### src/rtl/exe_muldiv.sv
// Iterative multiply/divide/accumulate unit for the EXE stage: radix-2 shift-add
// multiplier and restoring divider sharing one 2*WIDTH working register.
module exe_muldiv #(
    parameter int WIDTH = 32
) (
    input  logic             clk,
    input  logic             resetn,
    input  logic [2:0]       op_i,
    input  logic             start_i,
    input  logic             annul_i,
    input  logic [WIDTH-1:0] opa_i,
    input  logic [WIDTH-1:0] opb_i,
    input  logic [WIDTH-1:0] hi_i,
    input  logic [WIDTH-1:0] lo_i,
    output logic [WIDTH-1:0] hi_o,
    output logic [WIDTH-1:0] lo_o,
    output logic             done_o,
    output logic             busy_o,
    output logic             stallreq_o
);

    localparam int CNT_W = $clog2(WIDTH) + 1;
    localparam logic [CNT_W-1:0] LAST_ITER = CNT_W'(WIDTH - 1);

    typedef enum logic [1:0] {
        IDLE = 2'd0,
        RUN  = 2'd1,
        FIX  = 2'd2,
        DONE = 2'd3
    } state_t;

    state_t               state_reg, state_next;
    logic [2:0]           op_reg, op_next;
    logic [WIDTH-1:0]     a_reg, a_next;
    logic [WIDTH-1:0]     b_reg, b_next;
    logic                 sign_a_reg, sign_a_next;
    logic                 sign_b_reg, sign_b_next;
    logic                 div0_reg, div0_next;
    logic [WIDTH-1:0]     acc_hi_reg, acc_hi_next;
    logic [WIDTH-1:0]     acc_lo_reg, acc_lo_next;
    logic [2*WIDTH-1:0]   work_reg, work_next;
    logic [CNT_W-1:0]     cnt_reg, cnt_next;
    logic [WIDTH-1:0]     hi_reg, hi_next;
    logic [WIDTH-1:0]     lo_reg, lo_next;

    // Start-time decode of the incoming request
    logic                 start_signed, start_div, start_div0;
    logic [WIDTH-1:0]     opa_mag, opb_mag;

    assign start_signed = ~op_i[0];
    assign start_div    = (op_i[2:1] == 2'b01);
    assign start_div0   = start_div && (opb_i == '0);
    assign opa_mag      = (start_signed && opa_i[WIDTH-1]) ? -opa_i : opa_i;
    assign opb_mag      = (start_signed && opb_i[WIDTH-1]) ? -opb_i : opb_i;

    // Held-op decode
    logic                 op_signed, op_div, op_acc, op_sub, neg_res;

    assign op_signed = ~op_reg[0];
    assign op_div    = (op_reg[2:1] == 2'b01);
    assign op_acc    = op_reg[2];
    assign op_sub    = op_reg[1];
    assign neg_res   = op_signed && (sign_a_reg ^ sign_b_reg);

    // Multiply step: work = {partial high, remaining multiplier bits}
    logic [WIDTH:0]       mul_sum;
    logic [2*WIDTH-1:0]   mul_step;

    assign mul_sum  = {1'b0, work_reg[2*WIDTH-1:WIDTH]} + {1'b0, (work_reg[0] ? a_reg : '0)};
    assign mul_step = {mul_sum, work_reg[WIDTH-1:1]};

    // Divide step: work = {remainder, dividend bits turning into quotient bits}.
    // The trial value is below 2*divisor, so the low WIDTH bits of the difference suffice.
    logic [WIDTH:0]       div_top;
    logic                 div_ge;
    logic [WIDTH-1:0]     div_sub;
    logic [2*WIDTH-1:0]   div_step;

    assign div_top  = work_reg[2*WIDTH-1:WIDTH-1];
    assign div_ge   = (div_top >= {1'b0, b_reg});
    assign div_sub  = div_top[WIDTH-1:0] - b_reg;
    assign div_step = div_ge ? {div_sub, work_reg[WIDTH-2:0], 1'b1}
                             : {work_reg[2*WIDTH-2:0], 1'b0};

    // Final sign fix and accumulation
    logic [2*WIDTH-1:0]   prod_s, acc_val, mac_val;
    logic [WIDTH-1:0]     quo_s, rem_s;
    logic [WIDTH-1:0]     res_hi, res_lo;

    assign prod_s  = neg_res ? -work_reg : work_reg;
    assign acc_val = {acc_hi_reg, acc_lo_reg};
    assign mac_val = op_sub ? (acc_val - prod_s) : (acc_val + prod_s);
    assign quo_s   = neg_res ? -work_reg[WIDTH-1:0] : work_reg[WIDTH-1:0];
    assign rem_s   = (op_signed && sign_a_reg) ? -work_reg[2*WIDTH-1:WIDTH]
                                               : work_reg[2*WIDTH-1:WIDTH];

    always_comb begin
        res_hi = prod_s[2*WIDTH-1:WIDTH];
        res_lo = prod_s[WIDTH-1:0];
        if (div0_reg) begin
            res_hi = a_reg;
            res_lo = '1;
        end else if (op_div) begin
            res_hi = rem_s;
            res_lo = quo_s;
        end else if (op_acc) begin
            res_hi = mac_val[2*WIDTH-1:WIDTH];
            res_lo = mac_val[WIDTH-1:0];
        end
    end

    always_comb begin
        state_next  = state_reg;
        op_next     = op_reg;
        a_next      = a_reg;
        b_next      = b_reg;
        sign_a_next = sign_a_reg;
        sign_b_next = sign_b_reg;
        div0_next   = div0_reg;
        acc_hi_next = acc_hi_reg;
        acc_lo_next = acc_lo_reg;
        work_next   = work_reg;
        cnt_next    = cnt_reg;
        hi_next     = hi_reg;
        lo_next     = lo_reg;

        case (state_reg)
            IDLE: begin
                if (start_i && !annul_i) begin
                    op_next     = op_i;
                    sign_a_next = start_signed & opa_i[WIDTH-1];
                    sign_b_next = start_signed & opb_i[WIDTH-1];
                    // A zero divisor skips the iterations and returns the raw dividend
                    a_next      = start_div0 ? opa_i : opa_mag;
                    b_next      = opb_mag;
                    div0_next   = start_div0;
                    acc_hi_next = hi_i;
                    acc_lo_next = lo_i;
                    cnt_next    = '0;
                    work_next   = start_div ? {{WIDTH{1'b0}}, opa_mag}
                                            : {{WIDTH{1'b0}}, opb_mag};
                    state_next  = start_div0 ? FIX : RUN;
                end
            end
            RUN: begin
                if (annul_i) begin
                    state_next = IDLE;
                end else begin
                    work_next = op_div ? div_step : mul_step;
                    cnt_next  = cnt_reg + CNT_W'(1);
                    if (cnt_reg == LAST_ITER) begin
                        state_next = FIX;
                    end
                end
            end
            FIX: begin
                if (annul_i) begin
                    state_next = IDLE;
                end else begin
                    hi_next    = res_hi;
                    lo_next    = res_lo;
                    state_next = DONE;
                end
            end
            DONE: begin
                state_next = IDLE;
            end
            default: begin
                state_next = IDLE;
            end
        endcase
    end

    always_ff @(posedge clk) begin
        if (!resetn) begin
            state_reg  <= IDLE;
            op_reg     <= '0;
            a_reg      <= '0;
            b_reg      <= '0;
            sign_a_reg <= 1'b0;
            sign_b_reg <= 1'b0;
            div0_reg   <= 1'b0;
            acc_hi_reg <= '0;
            acc_lo_reg <= '0;
            work_reg   <= '0;
            cnt_reg    <= '0;
            hi_reg     <= '0;
            lo_reg     <= '0;
        end else begin
            state_reg  <= state_next;
            op_reg     <= op_next;
            a_reg      <= a_next;
            b_reg      <= b_next;
            sign_a_reg <= sign_a_next;
            sign_b_reg <= sign_b_next;
            div0_reg   <= div0_next;
            acc_hi_reg <= acc_hi_next;
            acc_lo_reg <= acc_lo_next;
            work_reg   <= work_next;
            cnt_reg    <= cnt_next;
            hi_reg     <= hi_next;
            lo_reg     <= lo_next;
        end
    end

    assign hi_o       = hi_reg;
    assign lo_o       = lo_reg;
    assign done_o     = (state_reg == DONE);
    assign busy_o     = (state_reg != IDLE);
    // Low in DONE so the stalled instruction advances with the result
    assign stallreq_o = resetn & (((state_reg == IDLE) & start_i & ~annul_i)
                                  | (state_reg == RUN) | (state_reg == FIX));

endmodule

### config.mk
export PLATFORM = sky130hd
export DESIGN_NAME = exe_muldiv
export DESIGN_NICKNAME = d
export VERILOG_FILES = /design/src/rtl/exe_muldiv.sv
export SDC_FILE = /design/constraint.sdc
export NUM_CORES = 1
export LEC_CHECK = 0
export CAP_MARGIN = 5
export CORE_MARGIN = 3
export CORE_UTILIZATION = 35
export CTS_BUF_LIST = sky130_fd_sc_hd__clkbuf_2
export DETAILED_ROUTE_END_ITERATION = 7
export SLEW_MARGIN = 15
export SYNTH_ARGS = -nofsm -noshare
export SYNTH_HDL_FRONTEND = slang
export SYNTH_SLANG_ARGS = --single-unit
### constraint.sdc
create_clock -name clk -period 7.5 [get_ports clk]
set_input_delay 2.25 -clock clk [delete_from_list [all_inputs] [get_ports clk]]
set_output_delay 2.25 -clock clk [all_outputs]
set_load 0.02 [all_outputs]
==> results of run 1 <==
==> cell usage after synthesis, types with 6 or more instances <==
| library cell | instances | share of area, % |
|---|---|---|
| nand3b_1 | 6 | 0.18 |
| nor2b_1 | 26 | 0.66 |
| o21a_1 | 18 | 0.55 |
| inv_1 | 83 | 1.3 |
| and4_1 | 6 | 0.21 |
| a21oi_1 | 374 | 7.6 |
| buf_2 | 8 | 0.16 |
| or3_1 | 38 | 0.97 |
| or4_1 | 19 | 0.58 |
| nand3_1 | 61 | 1.2 |
| a41oi_1 | 12 | 0.43 |
| a211o_1 | 7 | 0.25 |
| and3_1 | 25 | 0.64 |
| nor4_1 | 35 | 0.89 |
| xor2_1 | 161 | 5.8 |
| mux2i_1 | 49 | 2.0 |
| o31ai_1 | 32 | 0.98 |
| o21bai_1 | 12 | 0.37 |
| nand4_1 | 54 | 1.4 |
| clkbuf_1 | 212 | 3.3 |
| a31oi_1 | 46 | 1.2 |
| o2111ai_1 | 7 | 0.25 |
| nor3_1 | 69 | 1.4 |
| or2_2 | 6 | 0.15 |
| o221ai_1 | 14 | 0.50 |
| xnor2_1 | 166 | 5.9 |
| nand2b_1 | 28 | 0.72 |
| nor3b_1 | 10 | 0.31 |
| a221oi_1 | 6 | 0.21 |
| ha_1 | 132 | 6.7 |
| nor2_1 | 334 | 5.1 |
| o211ai_1 | 33 | 1.0 |
| dfxtp_1 | 270 | 22 |
| a22o_1 | 17 | 0.61 |
| a311oi_1 | 39 | 1.4 |
| o21ai_0 | 201 | 4.1 |
| o41ai_1 | 10 | 0.36 |
| a211oi_1 | 88 | 2.7 |
| a21o_1 | 94 | 2.9 |
| buf_1 | 25 | 0.38 |
| and2_1 | 45 | 1.2 |
| a32o_1 | 8 | 0.33 |
| nand2_1 | 445 | 6.8 |
==> routing by layer <==
layer	vias up	track usage [%]
li1	12600	-
met1	12100	36.0
met2	1207	36.8
met3	186	4.78
met4	0	9.75
met5	-	0
==> kinds of logic after synthesis <==
kind of cell               count (synthesis)  share of synthesized area (%)
xor gates and xnor gates                 329                           11.8
DFF                                      270                           22.1
and+or+nand+nor                         1232                           23.6
adders and majority gates                135                           6.99
AOI/OAI and AO/OA                       1071                           27.9
muxes                                     54                           2.23
buffers and inverters                    337                           5.38
==> area by class of cell <==
class / count / area share [%]
repair buffers: 260 / 8.87
multi-input cells: 2821 / 63.8
clock buffers: 114 / 2.04
well taps: 931 / 4.17
inverters: 85 / 1.16
flip-flops and latches: 270 / 19.4
diodes: 4 / 0.0359
clock inverters: 27 / 0.596
==> report_power, final <==
group	internal (W)	switching, W	leakage (nW)	total, W
sequential	0.00149	0.000109	2.20	0.00160
combinational	0.000576	0.000973	8.17	0.00155
clock	0.000479	0.000709	0.556	0.00119
total	0.00255	0.00179	10.9	0.00434
==> timing repair <==
action	4_1_cts	5_1_grt
endpoints found under the hold margin	0	0
endpoints found under the setup margin	0	2
resized for setup	0	1
==> tightest hold or removal path, stage by stage (launching register included) <==
cell and delay (ps):
dfxtp_1 310, nand2_1 50, a21oi_1 50
==> metrics by stage <==
step           setup WS, ps  hold slack [ps]
2_1_floorplan           791              436
3_3_place_gp            770              439
3_5_place_dp            638              446
4_1_cts                 539              455
5_1_grt                31.2              481
6_report                441              453
==> worst paths after layout <==
check                                start               endpoint  slack [ps]  depth (start not counted)
hold / removal        hi_o[6]$_SDFFE_PN0P_   hi_o[6]$_SDFFE_PN0P_         450                          2
setup / recovery  work_reg[1]$_SDFFE_PN0P_  hi_o[31]$_SDFFE_PN0P_         440                         24
setup reg to reg  work_reg[1]$_SDFFE_PN0P_  hi_o[31]$_SDFFE_PN0P_         440                         24
hold reg to reg       hi_o[6]$_SDFFE_PN0P_   hi_o[6]$_SDFFE_PN0P_         450                          2
==> results by group, run 1 <==
Status
  • Status: complete, no violations

Cells and area
  • Nets@finish: 3,787
  • Layout cells sized above 1: 6.63%
  • Most common cell after layout, fill and taps aside: nand2_1
  • Fillers: 7,284
  • Final Cell Area: 27,900 um^2
  • Filler-free cell count of the finished design: 4,512
  • Layout area overhead: 14.1%
  • Commonest cells after routing, fill and taps aside: nand2_1, a21oi_1, nor2_1
  • Multi-input gate area: 17,800 um^2
  • Reg area: about 5400 um^2
  • Final Core Density: 40.5%
  • Max FFs per register: between 60 and 70

Synth
  • Synth warn: 0
  • Number of synthesized register bits: 270
  • Post-synthesis cell type count: 91
  • Async S/R FF share, synth: 0%
  • Predominant post-synthesis flop cell: dfxtp_1
  • Synth Cell Area: 24,500 um^2
  • Syn nets: 3,698
  • Post-synthesis cell count: 3,428
  • Post-synth EDFFs: 0
  • Sequential share of the synthesized area: 22.1%
  • Syn avg cell area: between 7 and 8 um^2

Drt
  • DRC Markers: 0
  • Vias post-DR: 26,000
  • Routed Antenna Nets: 0
  • M1 WL: 44,100 um
  • Routed wire length: between 90,000 and 100,000 um
  • Met3 wire len: 8660 um
  • DR iter-0 viols: 2,749
  • WL met2: 39,300 um
  • Avg WL per Cell: 21.2 um
  • Top sig layer: met4
  • Via-per-instance ratio: 5.77
  • Initial DRT Pass Iterations: 5

Global route
  • GRT overflow: 0
  • Number of global-route vias before repair: ~24,000
  • Global Route Usage Sum: 25.1%
  • Pin count of the biggest net entering global routing: 76
  • First-pass GRT wire length: around 140,000 um
  • Initial antenna violation count: 2

Place
  • Dpl cell area: 27,200 um^2
  • Hpwl dp: 73,200 um
  • Placed insts: 4,367
  • I/O Buffers: between 200 and 250
  • Final GP Congestion: 0.949

Floorplanning
  • Initial Util: 35.5%
  • Core Footprint: between 60,000 and 70,000 um^2
  • Die area: around 73,000 um^2
  • Ports: 202
  • Die W: 270 um
  • Die extent in y: ~270 um
  • Num rows: 96

Timing
  • TNS Setup: 0 ps
  • Fin. Hold Viols: 0
  • Final setup violation count: 0
  • Final slew viol count: 0
  • Final worst-path cycle share: 94.1%
  • Worst-margin pin slew: 1170 ps
  • Min Tclk post-route: 7060 ps
  • Clock Skew: roughly 110 ps
  • Slew HR: 21.6%
  • RSZ-0062 raised after global routing: false
  • Fmax: around 140 MHz

CTS
  • Number of H-tree branching levels: 3
  • Cts bufs inserted: 79
  • Clock Latency Late Sink: 1080 ps
  • Setup bufs post-CTS: 0
  • Clock slew at reported path FFs: around 110 ps
  • Clock Sinks: 270
  • Max Root-Sink Buffers: 3
  • CTS hold repair buffers: 0
  • CTS tree: yes
  • Root Driver: clkbuf_2

Power
  • Total power: 0.00434 W
  • Pwr dens: roughly 160 nW/um^2
  • Leakage: 10.9 nW
  • Worst VDD drop: 0.0646 mV

Worst setup path
  • CP endpoint kind: flip-flop
  • CP required: 8410 ps
  • WP data arrival: 7970 ps
  • Cell family with most CP delay: simple AND/OR/NAND/NOR gates
  • Critical path class: reg -> reg
  • Slowest stage delay, CP: 630 ps
  • Crit Path Max Fanout: 9
  • CP Launch Type: flip-flop
  • Worst path slowest cell: or4b_1
  • Worst-path cell chain: inv_1 -> ha_1 -> or4b_1 -> nor4_4 -> a211oi_1 -> nor4_1 -> nand4_1 -> nor4_1 -> buf_4 -> and3_1 -> inv_1 -> o31a_1 -> xnor2_1 -> ha_1 -> nand2_1 -> o21a_1 -> nor2b_1 -> a311oi_1 -> o2111ai_1 -> a2111oi_0 -> buf_4 -> o2111ai_1 -> and3_2 -> o31ai_2
  • Crit path buffers/inverters: 4

Worst hold path
  • Worst min path class: reg -> reg

Job
  • Maxcap violations: 0
(Power assumes the default switching activity.)
==> run 2, diff against run 1 <==
Clock period 7.5 ns to 8.36 ns, I/O delays scaled along.
==> results by group, run 2 (synthesis gave the netlist of run 1 again) <==
CTS
  • Max Root-Sink Buffers: 3
  • Setup bufs post-CTS: 0
  • Cts bufs inserted: between 80 and 90
  • Clock Latency Late Sink: 1120 ps
  • Clock Sinks: 270
  • Number of H-tree branching levels: 3
  • CTS tree: yes
  • Root Driver: clkbuf_2
  • Clock slew at reported path FFs: around 100 ps
  • Resized cells post-CTS: 0
  • CTS hold repair buffers: 0

Global route
  • Global Route Usage Sum: between 20 and 30%
  • Number of global-route vias before repair: 23,700
  • GRT overflow: 0
  • First-pass GRT wire length: 145,000 um
  • Pin count of the biggest net entering global routing: 95
  • Initial antenna violation count: 3

Timing
  • Final slew viol count: 0
  • TNS Setup: 0 ps
  • Final worst-path cycle share: 86.9%
  • Clock Skew: between 100 and 150 ps
  • Fin. Hold Viols: 0
  • Min Tclk post-route: ~7300 ps
  • Slew HR: 24.5%
  • Final setup violation count: 0
  • Hold slack: 462 ps
  • Fmax: 138 MHz
  • RSZ-0062 raised after global routing: false
  • Worst-margin pin slew: roughly 1100 ps

Floorplanning
  • Die W: 270 um
  • Num rows: between 90 and 100
  • Initial Util: 35.5%
  • Die area: about 73,000 um^2
  • Core Footprint: 68,900 um^2
  • Die extent in y: 270 um
  • Ports: about 200

Cells and area
  • Nets@finish: 3,778
  • Max FFs per register: 64
  • Reg area: 5410 um^2
  • Layout cells sized above 1: 6.47%
  • Multi-input gate area: 17,800 um^2
  • Most common cell after layout, fill and taps aside: nand2_1
  • Final Cell Area: 27,900 um^2
  • Fillers: about 7,400
  • Layout area overhead: 14.0%
  • Commonest cells after routing, fill and taps aside: nand2_1, a21oi_1, nor2_1

Power
  • Worst VDD drop: 0.0618 mV
  • Leakage: approximately 11 nW
  • Pwr dens: approximately 140 nW/um^2

Worst setup path
  • Worst path slowest cell: nor4_1
  • Slowest stage delay, CP: 760 ps
  • Worst-path cell chain: inv_1 -> ha_1 -> or4b_1 -> nor4_4 -> buf_4 -> a211oi_1 -> nor4_1 -> nand4_1 -> nor4_1 -> and3_1 -> inv_1 -> o31a_1 -> xnor2_1 -> ha_1 -> nand2_1 -> o21a_1 -> nor2b_1 -> a311oi_1 -> o2111ai_1 -> a2111oi_0 -> buf_4 -> o2111ai_1 -> and3_2 -> o31ai_2
  • WP data arrival: 8240 ps
  • CP endpoint kind: flip-flop
  • CP Launch Type: flip-flop
  • CP required: 9340 ps
  • Critical path class: reg -> reg
  • Critical R2R Launch: work_reg[1]$_SDFFE_PN0P_
  • Crit path from: work_reg[1]$_SDFFE_PN0P_
  • Crit Path Max Fanout: 16

Job
  • Maxcap violations: 0

Drt
  • DRC Markers: 0
  • Initial DRT Pass Iterations: 6
  • Avg WL per Cell: 21.3 um
  • Vias post-DR: 26,000
  • Routed wire length: just under 100,000 um
  • Via-per-instance ratio: 5.78
  • DR iter-0 viols: 2,714
  • Routed Antenna Nets: 0

Place
  • I/O Buffers: ~200
  • Hpwl dp: 73,400 um
  • Final GP Congestion: 0.960
  • Dpl cell area: 27,100 um^2

Worst hold path
  • Hold Startpoint: acc_lo_reg[0]$_SDFFE_PN0P_
  • Worst min path class: reg -> reg

Status
  • Status: complete, no violations
run 2: changes by cell type in the layout (fill, tap and decap cells not counted), sizes merged:
| cell | previous run | this run |
|---|---|---|
| diode | 4 | 2 |
| bufinv | 2 | 3 |
| inv | 87 | 85 |
| buf | 60 | 49 |
| clkbuf | 114 | 115 |
| clkinv | 21 | 26 |
run 2: path summary, 6_finish.rpt:
path / to / slack [ps] / cells past startpoint
setup / recovery: hi_o[31]$_SDFFE_PN0P_ / 1100 / 24
hold / removal: acc_lo_reg[0]$_SDFFE_PN0P_ / 460 / 2
setup reg to reg: hi_o[31]$_SDFFE_PN0P_ / 1100 / 24
hold reg to reg: acc_lo_reg[0]$_SDFFE_PN0P_ / 460 / 2
run 2: critical path, delay by kind of cell, from the launching register on:
kind / cells / cell delay, ps
DFF: 1 / 390
buffers and inverters: 4 / 740
xor gates and xnor gates: 1 / 140
AOI/OAI and AO/OA: 8 / 2050
adders and majority gates: 2 / 780
and+or+nand+nor: 9 / 3060
run 2: per-stage QoR:
stage	setup WS (ps)	std cells	utilization (%)	power (W)
final	1100	4504	40.5	0.00395
after global routing	628	4503	40.4	0.00418
after CTS	1160	4502	40.4	0.00396
after detailed placement	1210	4356	39.3	0.00281
after global placement	1350	4356	39.3	0.00282
after floorplan	1650	3428	-	0.00238
run 2: layout make-up:
| type | count | share of cell area [%] |
|---|---|---|
| multi-input cells | 2821 | 63.8 |
| flip-flops and latches | 270 | 19.4 |
| repair buffers | 249 | 8.58 |
| well taps | 931 | 4.18 |
| clock buffers | 115 | 2.06 |
| inverters | 85 | 1.16 |
| clock inverters | 31 | 0.821 |
| diodes | 2 | 0.0179 |
run 2: metal layers:
| layer | global-route usage, % | part of all wire, % |
|---|---|---|
| met5 | 0 | 0 |
| met4 | 8.94 | 3.3 |
| met3 | 3.49 | 8.1 |
| met2 | 38.0 | 42 |
| met1 | 36.3 | 46 |
run 2: report_power, final:
part | total (W) | switching [W] | internal [W]
Sequential | 0.00144 | 0.000102 | 0.00134
Combinational | 0.00138 | 0.000865 | 0.000511
Clock | 0.00114 | 0.000662 | 0.000473
Total | 0.00395 | 0.00163 | 0.00232
